===== src/rtl/uart_tx_arbiter_if.sv =====
// Bus between the UART TX arbiter and its surroundings: requester-side
// request/data/ack/done, transmitter-side start strobe/data/busy, and the
// arbiter's state for debug (IDLE=0, START=1, BUSY=2, FIN=3).
//
// Handshake: a requester holds req[i] with a valid byte on slice i; the
// arbiter samples req only while idle and answers with a one-cycle ack[i]
// when it latches the byte, and a one-cycle done[i] when the transmitter
// has finished shifting it out. Toward the transmitter, tx_ready is a
// level-held start strobe that drops the cycle after tx_busy is seen high.
interface uart_tx_arbiter_if #(
    parameter int N  = 4,
    parameter int DW = 8
);
    localparam int GW = $clog2(N);

    logic [N-1:0]    req;
    logic [N*DW-1:0] req_data;
    logic [N-1:0]    ack;
    logic [N-1:0]    done;
    logic [GW-1:0]   grant_id;
    logic            tx_ready;
    logic [DW-1:0]   tx_data;
    logic            tx_busy;
    logic            timeout_err;
    logic [1:0]      state;

    // Requesters plus transmitter: drive requests and busy, observe the rest.
    modport master (
        output req, req_data, tx_busy,
        input  ack, done, grant_id, tx_ready, tx_data, timeout_err, state
    );

    // The arbiter itself.
    modport slave (
        input  req, req_data, tx_busy,
        output ack, done, grant_id, tx_ready, tx_data, timeout_err, state
    );
endinterface


===== src/rtl/uart_tx_arbiter.sv =====
// Round-robin arbiter sharing one UART transmitter among N byte requesters.
// Latches the winner's byte, strobes the transmitter, follows its busy flag,
// and reports per-requester ack/done. A start that never sees tx_busy rise
// is abandoned after START_TIMEOUT cycles with a timeout_err pulse.
module uart_tx_arbiter #(
    parameter int N             = 4,
    parameter int DW            = 8,
    parameter int START_TIMEOUT = 16
) (
    input  logic            clk,
    input  logic            clr,
    uart_tx_arbiter_if.slave bus
);
    localparam int GW = $clog2(N);
    localparam int CW = (START_TIMEOUT > 1) ? $clog2(START_TIMEOUT) : 1;

    typedef enum logic [1:0] {
        S_IDLE  = 2'd0,
        S_START = 2'd1,
        S_BUSY  = 2'd2,
        S_FIN   = 2'd3
    } state_t;

    state_t        state;
    logic [GW-1:0] ptr;
    logic [GW-1:0] cand;
    logic [GW-1:0] win_idx;
    logic          win_found;
    logic [CW-1:0] cnt;

    assign bus.state = state;

    // Winner search: first set req bit strictly after the pointer, wrapping.
    always_comb begin
        win_found = 1'b0;
        win_idx   = '0;
        cand      = '0;
        for (int k = 1; k <= N; k++) begin
            cand = GW'((int'(ptr) + k) % N);
            if (!win_found && bus.req[cand]) begin
                win_found = 1'b1;
                win_idx   = cand;
            end
        end
    end

    // Arbitration FSM; all bus outputs are registered here.
    always_ff @(posedge clk or posedge clr) begin
        if (clr) begin
            state           <= S_IDLE;
            ptr             <= GW'(N - 1);
            cnt             <= '0;
            bus.ack         <= '0;
            bus.done        <= '0;
            bus.grant_id    <= '0;
            bus.tx_ready    <= 1'b0;
            bus.tx_data     <= '0;
            bus.timeout_err <= 1'b0;
        end else begin
            // Pulse outputs default low so each lasts exactly one cycle.
            bus.ack         <= '0;
            bus.done        <= '0;
            bus.timeout_err <= 1'b0;
            case (state)
                S_IDLE: begin
                    if (win_found) begin
                        bus.tx_data  <= bus.req_data[win_idx*DW +: DW];
                        bus.grant_id <= win_idx;
                        bus.ack      <= N'(1) << win_idx;
                        bus.tx_ready <= 1'b1;
                        cnt          <= '0;
                        state        <= S_START;
                    end
                end
                S_START: begin
                    // Busy on the final count still wins over the timeout.
                    if (bus.tx_busy) begin
                        bus.tx_ready <= 1'b0;
                        state        <= S_BUSY;
                    end else if (cnt == CW'(START_TIMEOUT - 1)) begin
                        bus.tx_ready    <= 1'b0;
                        bus.timeout_err <= 1'b1;
                        ptr             <= bus.grant_id;
                        state           <= S_IDLE;
                    end else begin
                        cnt <= cnt + 1'b1;
                    end
                end
                S_BUSY: begin
                    if (!bus.tx_busy) begin
                        bus.done <= N'(1) << bus.grant_id;
                        ptr      <= bus.grant_id;
                        state    <= S_FIN;
                    end
                end
                S_FIN: begin
                    state <= S_IDLE;
                end
                default: begin
                    state <= S_IDLE;
                end
            endcase
        end
    end
endmodule


===== src/flat_wrapper.sv =====
// flat-port wrapper written by rule: the top's interface ports become plain ports
module uart_tx_arbiter_flat 
#(
    parameter int N             = 4,
    parameter int DW            = 8,
    parameter int START_TIMEOUT = 16
)
  (clk, clr, bus_req, bus_req_data, bus_tx_busy, bus_ack, bus_done, bus_grant_id, bus_tx_ready, bus_tx_data, bus_timeout_err, bus_state);
  uart_tx_arbiter_if #(.N(N), .DW(DW)) bus_i ();
  input  logic clk;
  input  logic clr;
  input wire logic [$bits(bus_i.req)-1:0] bus_req;
  input wire logic [$bits(bus_i.req_data)-1:0] bus_req_data;
  input wire logic [$bits(bus_i.tx_busy)-1:0] bus_tx_busy;
  output wire logic [$bits(bus_i.ack)-1:0] bus_ack;
  output wire logic [$bits(bus_i.done)-1:0] bus_done;
  output wire logic [$bits(bus_i.grant_id)-1:0] bus_grant_id;
  output wire logic [$bits(bus_i.tx_ready)-1:0] bus_tx_ready;
  output wire logic [$bits(bus_i.tx_data)-1:0] bus_tx_data;
  output wire logic [$bits(bus_i.timeout_err)-1:0] bus_timeout_err;
  output wire logic [$bits(bus_i.state)-1:0] bus_state;
  assign bus_i.req = bus_req;
  assign bus_i.req_data = bus_req_data;
  assign bus_i.tx_busy = bus_tx_busy;
  assign bus_ack = bus_i.ack;
  assign bus_done = bus_i.done;
  assign bus_grant_id = bus_i.grant_id;
  assign bus_tx_ready = bus_i.tx_ready;
  assign bus_tx_data = bus_i.tx_data;
  assign bus_timeout_err = bus_i.timeout_err;
  assign bus_state = bus_i.state;
  uart_tx_arbiter #(.N(N), .DW(DW), .START_TIMEOUT(START_TIMEOUT)) u_core (.clk(clk), .clr(clr), .bus(bus_i));
endmodule

===== config.mk =====
export PLATFORM = sky130hd
export DESIGN_NAME = uart_tx_arbiter_flat
export DESIGN_NICKNAME = d
export VERILOG_FILES = /design/src/rtl/uart_tx_arbiter_if.sv /design/src/rtl/uart_tx_arbiter.sv /design/src/flat_wrapper.sv
export SDC_FILE = /design/constraint.sdc
export NUM_CORES = 1
export LEC_CHECK = 0
export CORE_MARGIN = 1
export CORE_UTILIZATION = 44
export CTS_CLUSTER_DIAMETER = 60
export DETAILED_ROUTE_END_ITERATION = 6
export GPL_TIMING_DRIVEN = 1
export PLACE_DENSITY = 0.8
export SLEW_MARGIN = 20
export SYNTH_ARGS = -nofsm -noshare
export SYNTH_HDL_FRONTEND = slang
export SYNTH_SLANG_ARGS = --single-unit

===== constraint.sdc =====
create_clock -name clk -period 1.9 [get_ports clk]
set_clock_uncertainty 0.05 [all_clocks]
set_input_delay 0.38 -clock clk [delete_from_list [all_inputs] [get_ports clk]]
set_output_delay 0.38 -clock clk [all_outputs]
set_load 0.005 [all_outputs]

[After elaboration in Yosys (flattened, before gate mapping)]
Cells that the tools add are included.
Storage, ports and cells
  input port bits: 39
  flip-flop bits (word level): 28
  word-level logic and storage cells: 85
  output and inout bits: 22
Operators by class
  equality and inequality tests: 10
  add/subtract/negate cells: 5
  magnitude comparators: 4
  reductions and logical operators: 14
  muxes and demuxes: 40
  shifts and indexed selects: 3
Operators with widths (count)
  32-bit by 6-bit indexed part select with 8-bit output: 1
  4-bit 2-to-1 mux: 7
  2-bit 2-to-1 mux: 11
  1-bit 2-to-1 mux: 14
  2-bit by 3-bit < comparator with 1-bit output (second input constant): 4
  1-bit binary-select mux with 2-bit select: 4
  2-bit one-hot mux with 4 select lines: 1
  4-bit one-hot mux with 2 select lines: 1
  4-bit AND reduction: 2
  1-bit by 2-bit left shift with 4-bit output (first input constant): 2
  2-bit != test (second input constant): 3
  3-bit AND reduction: 2
  2-bit by 1-bit adder with 2-bit output (second input constant): 2
  2-bit adder (second input constant): 2
  4-bit by 1-bit adder with 4-bit output (second input constant): 1
  2-bit equality test (second input constant): 2
  4-bit equality test (second input constant): 1
  2-bit by 1-bit != test with 1-bit output (second input constant): 2
  2-bit one-hot mux with 2 select lines: 1
  2-bit nonzero test: 2
  1-bit logical AND: 3
  1-bit logical NOT: 3
  3-bit by 2-bit != test with 1-bit output (second input constant): 1
  2-bit by 1-bit equality test with 1-bit output (second input constant): 1
  3 further kinds: 3

[Depth between registers and ports, before layout]
Gate-level depths: netlist of the first run.
  word-level depth: 16
  depth in mapped cells: 6
  depth with buffers taken out: 6

[Least setup slack after synthesis of the first run]
No wires, ideal clock.
  path type: reg-to-reg
  start: reg u_core.ptr[0]
  end: reg u_core.bus.tx_data[0]
  required time: 1.723 ns
  setup time: 0.127 ns
  cell stages (with the launch flop): 7
  setup slack: 0.159 ns
  clock period less this slack: 1.741 ns
  arrival: 1.564 ns
  buffers on the path: 1
  cells stage by stage: dfstp_2 and2b_1 o21ai_2 nand3_4 buf_6 a211oi_2 nor3_2
Between the ends
  longest elaborated chain between the ends: 14
  elaborated cells on any way between the ends: 28
  classes of those cells: 4 x add/sub; 1 x shift; 16 x mux; 7 x reduce/logical
Ends and longest elaborated chain
  start: declaration: line uart_tx_arbiter.sv:25  | logic [GW-1:0] ptr;
  start signal: assignment: line uart_tx_arbiter.sv:51  | ptr <= GW'(N - 1);
  start signal: assignment: line uart_tx_arbiter.sv:83  | ptr <= bus.grant_id;
  start signal: assignment: line uart_tx_arbiter.sv:92  | ptr <= bus.grant_id;
  2-bit by 1-bit adder with 2-bit output: line uart_tx_arbiter.sv:39  | cand = GW'((int'(ptr) + k) % N);
  1-bit binary-select mux with 2-bit select: line uart_tx_arbiter.sv:40  | if (!win_found && bus.req[cand]) begin
  1-bit 2-to-1 mux (not written as such): line uart_tx_arbiter.sv:40
  1-bit 2-to-1 mux: line uart_tx_arbiter.sv:40
  1-bit logical NOT: line uart_tx_arbiter.sv:40
  1-bit logical AND: line uart_tx_arbiter.sv:40
  1-bit 2-to-1 mux: line uart_tx_arbiter.sv:40
  1-bit logical NOT: line uart_tx_arbiter.sv:40
  1-bit logical AND: line uart_tx_arbiter.sv:40
  1-bit 2-to-1 mux: line uart_tx_arbiter.sv:40
  1-bit logical NOT: line uart_tx_arbiter.sv:40
  1-bit logical AND: line uart_tx_arbiter.sv:40
  2-bit 2-to-1 mux or 1-bit 2-to-1 mux (tied branches): line uart_tx_arbiter.sv:40
  32-bit by 6-bit indexed part select with 8-bit output or 2-bit AND reduction (tied branches)
  end signal: assignment: line uart_tx_arbiter.sv:67  | bus.tx_data <= bus.req_data[win_idx*DW +: DW];
  end: declaration: line uart_tx_arbiter_if.sv:36  | output ack, done, grant_id, tx_ready, tx_data, timeout_err, state
Several ways; a longest one is shown, not always the timed one. The select of a mux whose other input is x is not followed.
A chain may end at the register's enable or synchronous reset.

[Worst setup path after layout of the first run]
  start: in bus_req[2]
  end: reg u_core.bus.tx_data[0]
Between the ends
  longest elaborated chain between the ends: 13
  elaborated cells on any way between the ends: 24
  classes of those cells: 1 x shift; 16 x mux; 7 x reduce/logical
Ends and longest elaborated chain
  start: declaration: line flat_wrapper.sv:12  | input wire logic [$bits(bus_i.req)-1:0] bus_req;
  1-bit binary-select mux with 2-bit select: line uart_tx_arbiter.sv:40
  1-bit 2-to-1 mux (not written as such): line uart_tx_arbiter.sv:40
  1-bit 2-to-1 mux: line uart_tx_arbiter.sv:40
  1-bit logical NOT: line uart_tx_arbiter.sv:40
  1-bit logical AND: line uart_tx_arbiter.sv:40
  1-bit 2-to-1 mux: line uart_tx_arbiter.sv:40
  1-bit logical NOT: line uart_tx_arbiter.sv:40
  1-bit logical AND: line uart_tx_arbiter.sv:40
  1-bit 2-to-1 mux: line uart_tx_arbiter.sv:40
  1-bit logical NOT: line uart_tx_arbiter.sv:40
  1-bit logical AND: line uart_tx_arbiter.sv:40
  2-bit 2-to-1 mux or 1-bit 2-to-1 mux (tied branches): line uart_tx_arbiter.sv:40
  32-bit by 6-bit indexed part select with 8-bit output or 2-bit AND reduction (tied branches)
Several ways; a longest one is shown, not always the timed one. The select of a mux whose other input is x is not followed.

==> results of run 1 <==
layer usage:
layer	wire length, µm	share of wire (%)	up-vias	GRT usage, %
li1	-	-	724	-
met3	195	4.5	6	4.38
met1	1870	43	760	28.2
met4	57	1.3	0	6.40
met2	2240	51	52	36.7
met5	0	0	-	0
cell usage after synthesis (2+ instances only):
master | instances | area [µm²]
a21o_1 | 2 | 15.0
inv_1 | 4 | 15.0
o21ai_0 | 5 | 25.0
clkbuf_1 | 3 | 11.3
a211oi_2 | 8 | 100
and4_2 | 11 | 110
nand3_1 | 2 | 10.0
nor2b_1 | 4 | 25.0
and2b_1 | 2 | 15.0
nor3_2 | 9 | 90.1
and4_1 | 5 | 43.8
mux2_2 | 2 | 22.5
nand2b_1 | 2 | 12.5
nor4_1 | 4 | 25.0
nor2_1 | 21 | 78.8
buf_2 | 2 | 10.0
dfstp_2 | 2 | 52.6
buf_6 | 3 | 33.8
a211oi_1 | 8 | 60.1
nand2_1 | 2 | 7.51
a21oi_1 | 4 | 20.0
dfrtp_1 | 26 | 651
stage by stage:
stage	power (mW)	area, µm²	TNS (ns)
after CTS	3.12	2430	0
after global routing	3.44	2500	-0.0667
after floorplan	1.93	1620	0
final	3.23	2500	0
after global placement	2.57	2360	-2.53
after detailed placement	2.64	2360	-3.41
timing repair:
item | in CTS | in global routing
setup buffers | 0 | 1
resized for setup | 0 | 9
endpoints found under the setup margin | 0 | 8
power by group:
part,internal [mW],switching (mW)
sequential,0.822,0.202
combinational,0.951,0.793
clock,0.282,0.182
sequential cells by signal (all words and copies together) (netlist names), named ones only:
name,flops
u_core.bus.ack,4
u_core.bus.done,4
u_core.bus.grant_id,2
u_core.bus.state,1
u_core.bus.timeout_err,1
u_core.bus.tx_data,8
u_core.bus.tx_ready,1
u_core.cnt,4
u_core.ptr,2
cells by family after synthesis:
family	Yosys count	share of synthesized area, %
AOI/OAI and AO/OA	35	18.0
xor gates and xnor gates	1	0.541
adders and majority gates	1	0.773
buffers and inverters	13	4.64
DFF	28	43.4
muxes	2	1.39
and+or+nand+nor	72	31.2
worst min-delay path, cell delays in order:
cell and delay [ns]:
clkdlybuf4s50_1 0.40, inv_1 0.05, buf_4 0.32
final cells by class:
cell class | instances | area (µm²)
clock inverters | 1 | 30.0
repair buffers | 80 | 757
multi-input cells | 113 | 901
well taps | 46 | 57.6
inverters | 4 | 15.0
clock buffers | 3 | 41.3
flip-flops and latches | 28 | 703
fillers | 245 | 937
final timing paths:
kind                                from               endpoint  slack, ns  cells after the start
setup / recovery              bus_req[2]  u_core.bus.tx_data[0]       0.04                      7
hold / removal                       clr    u_core.bus.state[0]       0.42                      3
setup reg to reg           u_core.ptr[0]  u_core.bus.tx_data[0]       0.08                      5
hold reg to reg            u_core.cnt[1]          u_core.cnt[1]       0.51                      1
max in group asynchronous            clr          u_core.ptr[0]       1.07                      3
min in group clk           u_core.cnt[1]          u_core.cnt[1]       0.51                      1
==> results.yml, run 1 <==
timing:
  rsz0062_at_grt: "true"
  fmax_mhz: 536
  fin_ws_ns: 0.0360
  hold_slack_ns: 0.421
  post-route-period-util_pct: 98.1
  maxSlewHeadroom_pct: 74.8
  period_needed_ns: 1.86
  finalSetupViolations: 0
  worstMarginPinSlew_ns: 0.378
  slew_violations: 0
  finalHoldViolCount: 0
floorplanning:
  io_pins: 61
  core_mm2: 0.00344
  start_util_pct: 47.0
  num_rows: 21
  die_area_mm2: 0.00393
  die_h_um: 62.7
  dieWidth_um: 62.7
drt:
  wl_per_cell_um: 15.9
  first_pass_iters: 4
  postRouteAntennaNets: 0
  drtIter0Drc: 87
  vias_per_cell: 5.61
  dr_total_vias: 1542
  drt-total-wl_um: 4360
  drc: 0
setup_path:
  path_delay_family: "buffers and inverters"
  cp-end-kind: "flop"
  cp_num_buf_inv: 2
  crit_type: "in -> reg"
  cp_max_fo: 8
  cp_slowest_stage_delay_ns: 0.51
  worstSetupStartpointType: "input pin"
  slowest_stage: "clkdlybuf4s50_1"
  critPathArrivalTime_ns: 1.98
  crit_required_ns: 2.01
  cp_cell_sequence: "clkdlybuf4s50_1, and2b_1, o21ai_4, buf_4, nand3_4, a211oi_2, nor3_2"
synthesis:
  synth_nets: 192
  synth.distinct_cells: 43
  yosys_register_bits: 28
  ys.flop_type: "dfrtp_1"
  avgSynthCellArea_um2: 10.7
  yosysSeqAreaShare_pct: 43.4
  synthArstFlopShare_pct: 100
  synth_area_mm2: 0.00162
  synth_edf_count: 0
  yosysWarnings: 0
  syn_inst: 152
clocking:
  tritoncts: "yes"
  clk_latency_ns: 0.27
  clk_pin_slew_ns: 0.09
  cts_inserted_buffers: 3
  clkSinkCount: 28
  cts_hold_buf: 0
  clockBufferDepth: 2
  clock-root-buffer: "clkbuf_8"
  htreeDepth: 1
finish:
  drive_gt1_share_pct: 30.1
  finish.utilization_pct: 72.8
  final_cells: 275
  layout_commonest_cell: "clkdlybuf4s50_1"
  layout_common_cells: "clkdlybuf4s50_1, dfrtp_1, nor2_1"
  final_nets: 270
  n_antenna_cell: 0
  area_growth_syn_to_layout_pct: 54.7
power_and_ir_drop:
  leakagePower_nw: 1.02
  irDropWorstVdd_v: 0.000762
  powerDensity_mw_per_mm2: 1290
place:
  dpl_worst_slack_ns: -0.297
  gp_congestion: 0.791
  portBuffers: 60
  dp_cells: 268
  hpwl_um: 3130
grt:
  antenna_found_initial: 0
  grt_start_max_net_pins: 29
  overflow: 0
  grt_usage_pct: 21.8
  grt_pass1_wl_um: 6820
  grt_pass1_vias: 1529
outcome:
  status: "complete, no violations"
run:
  maxCapViolCount: 0
worst_hold_path:
  hold_path_class: "in -> async"
No activity file was read; power rests on OpenSTA's default activity.
==> run 2, diff against run 1 <==
--- a/config.mk
+++ b/config.mk
@@ -8,6 +8,7 @@
 export CORE_MARGIN = 1
 export CORE_UTILIZATION = 44
 export CTS_CLUSTER_DIAMETER = 60
+export CTS_CLUSTER_SIZE = 40
 export DETAILED_ROUTE_END_ITERATION = 6
 export GPL_TIMING_DRIVEN = 1
 export PLACE_DENSITY = 0.8
==> results of run 2 <==
Same layout as run 1: the final DEF is identical, and so are final timing and power.
==> run 3, diff against run 2 <==
--- a/config.mk
+++ b/config.mk
@@ -5,6 +5,7 @@
 export SDC_FILE = /design/constraint.sdc
 export NUM_CORES = 1
 export LEC_CHECK = 0
+export CORE_ASPECT_RATIO = 1.75
 export CORE_MARGIN = 1
 export CORE_UTILIZATION = 44
 export CTS_CLUSTER_DIAMETER = 60
==> results.yml, run 3 (synthesized netlist as in run 1, its figures left out) <==
outcome:
  status: "complete, no violations"
place:
  hpwl_um: 3360
  gp_congestion: 0.800
  portBuffers: 60
  dpl_worst_slack_ns: -0.341
  dp_cells: 263
timing:
  fin_ws_ns: 0.0386
  hold_slack_ns: 0.405
  worstMarginPinSlew_ns: 0.351
  fmax_mhz: 537
  rsz0062_at_grt: "true"
  post-route-period-util_pct: 98.0
  tns_ns: 0
  period_needed_ns: 1.86
  maxSlewHeadroom_pct: 76.6
  finalHoldViolCount: 0
  finalSetupViolations: 0
  slew_violations: 0
drt:
  drt-total-wl_um: 4510
  vias_per_cell: 5.68
  drc: 0
  first_pass_iters: 4
  drtIter0Drc: 32
  postRouteAntennaNets: 0
  wl_per_cell_um: 16.6
  dr_total_vias: 1540
power_and_ir_drop:
  report.power.total_mw: 3.24
  pwr-share-seq_pct: 32.3
  switching_share_pct: 36.9
  internal-power_mw: 2.05
  combPwrFrac_pct: 53.4
  powerDensity_mw_per_mm2: 1300
  p_switching_mw: 1.20
  irDropWorstVdd_v: 0.000809
  power_frac_clock_pct: 14.3
  leakagePower_nw: 1.03
setup_path:
  critPathArrivalTime_ns: 1.97
  worstSetupStartpointType: "flop"
  crit_required_ns: 2.01
  r2r_slack_ns: 0.04
  cp_max_fo: 9
  r2r_cells: 5
  crit_type: "reg -> reg"
  cp-end-kind: "flop"
  reg2reg_to: "u_core.bus.tx_data[7]"
  rr_startpoint: "u_core.ptr[0]"
grt:
  grt_pass1_wl_um: 6640
  grt_start_max_net_pins: 29
  grt_pass1_vias: 1522
  antenna_found_initial: 0
  grt_usage_pct: 23.9
  overflow: 0
finish:
  area_growth_syn_to_layout_pct: 54.4
  final_nets: 267
  drive_gt1_share_pct: 30.1
  largest_reg_flops: 8
  regArea_um2: 706
  multiInputGateArea_um2: 895
  top_register: "u_core.bus.tx_data"
  final_cells: 271
  n_antenna_cell: 0
  layout_commonest_cell: "clkdlybuf4s50_1"
  layout_common_cells: "clkdlybuf4s50_1, dfrtp_1, nor2_1"
  num-fill-cells: 266
floorplanning:
  die_area_mm2: 0.00394
  die_h_um: 82.2
  dieWidth_um: 47.9
  start_util_pct: 47.2
  core_mm2: 0.00343
  io_pins: 61
  num_rows: 28
clocking:
  cts_inserted_buffers: 3
  tritoncts: "yes"
  htreeDepth: 1
  clockBufferDepth: 2
  cts_hold_buf: 0
  clkSinkCount: 28
  clock-root-buffer: "clkbuf_8"
  clk_latency_ns: 0.27
  clk_pin_slew_ns: 0.09
run:
  maxCapViolCount: 0
worst_hold_path:
  hold_path_class: "in -> async"
[run 3: cell types whose count changed in the layout (fill, tap and decap cells not counted)]
| cell | previous run | this run |
|---|---|---|
| dfrtp_1 | 26 | 24 |
| nand2_2 | 0 | 1 |
| a211oi_2 | 11 | 10 |
| dlymetal6s2s_1 | 1 | 4 |
| nand2_4 | 1 | 0 |
| dfrtp_2 | 0 | 2 |
| buf_4 | 19 | 14 |
| nand2b_2 | 1 | 0 |
| a211oi_4 | 0 | 1 |
| buf_12 | 0 | 1 |
| clkdlybuf4s50_1 | 59 | 56 |
| buf_2 | 0 | 2 |
[run 3: worst max-delay path by stage]
stage | start | to | cells after the start
3_3_place_gp | bus_req[2] | u_core.bus.tx_data[2] | 6
2_1_floorplan | u_core.ptr[0] | u_core.bus.tx_data[0] | 6
5_1_grt | u_core.ptr[0] | u_core.bus.tx_data[7] | 5
3_5_place_dp | bus_req[1] | u_core.bus.tx_data[2] | 7
6_report | u_core.ptr[0] | u_core.bus.tx_data[7] | 5
4_1_cts | bus_req[2] | u_core.bus.tx_data[7] | 6
[run 3: cell type report]
type / instances / area share (%)
Clock buffer: 3 / 1.65
Tap cell: 45 / 2.25
Sequential cell: 28 / 28.2
Clock inverter: 1 / 1.20
Inverter: 4 / 0.601
Multi-Input combinational cell: 112 / 35.8
Timing Repair Buffer: 78 / 30.3
[run 3: what timing repair did]
action / 4_1_cts / 5_1_grt
gates resized for setup: 3 / 11
pin swaps: 2 / 2
gates cloned: 0 / 3
buffers inserted: 0 / 1
setup endpoints to repair: 4 / 10
[run 3: metal layers]
layer	vias to the layer above	GRT usage [%]	routed length (µm)
met2	74	45.1	2670
met1	733	23.3	1490
met3	17	3.70	207
met4	0	11.1	138
li1	716	-	-
met5	-	0	0
[run 3: power by group through the flow]
stage | logic, mW | clock network [mW] | registers (mW)
detailed placement | 1.60 | 0 | 1.05
finish | 1.73 | 0.464 | 1.05
CTS | 1.62 | 0.468 | 1.04
global route | 1.87 | 0.495 | 1.08
global placement | 1.53 | 0 | 1.03
floorplan | 0.965 | 0 | 0.968
[run 3: critical path, cell delays in order (launching register included)]
cell and delay (ns):
dfstp_2 0.57, and2b_4 0.21, o21ai_4 0.28, nand3_4 0.22, a211oi_1 0.34, nor3_2 0.08
[run 3: through the flow]
stage          cell area, µm²  util, %
6_report                 2500     72.8
2_1_floorplan            1620        -
4_1_cts                  2430     70.7
3_5_place_dp             2340     68.2
5_1_grt                  2500     72.8
3_3_place_gp             2340     68.2
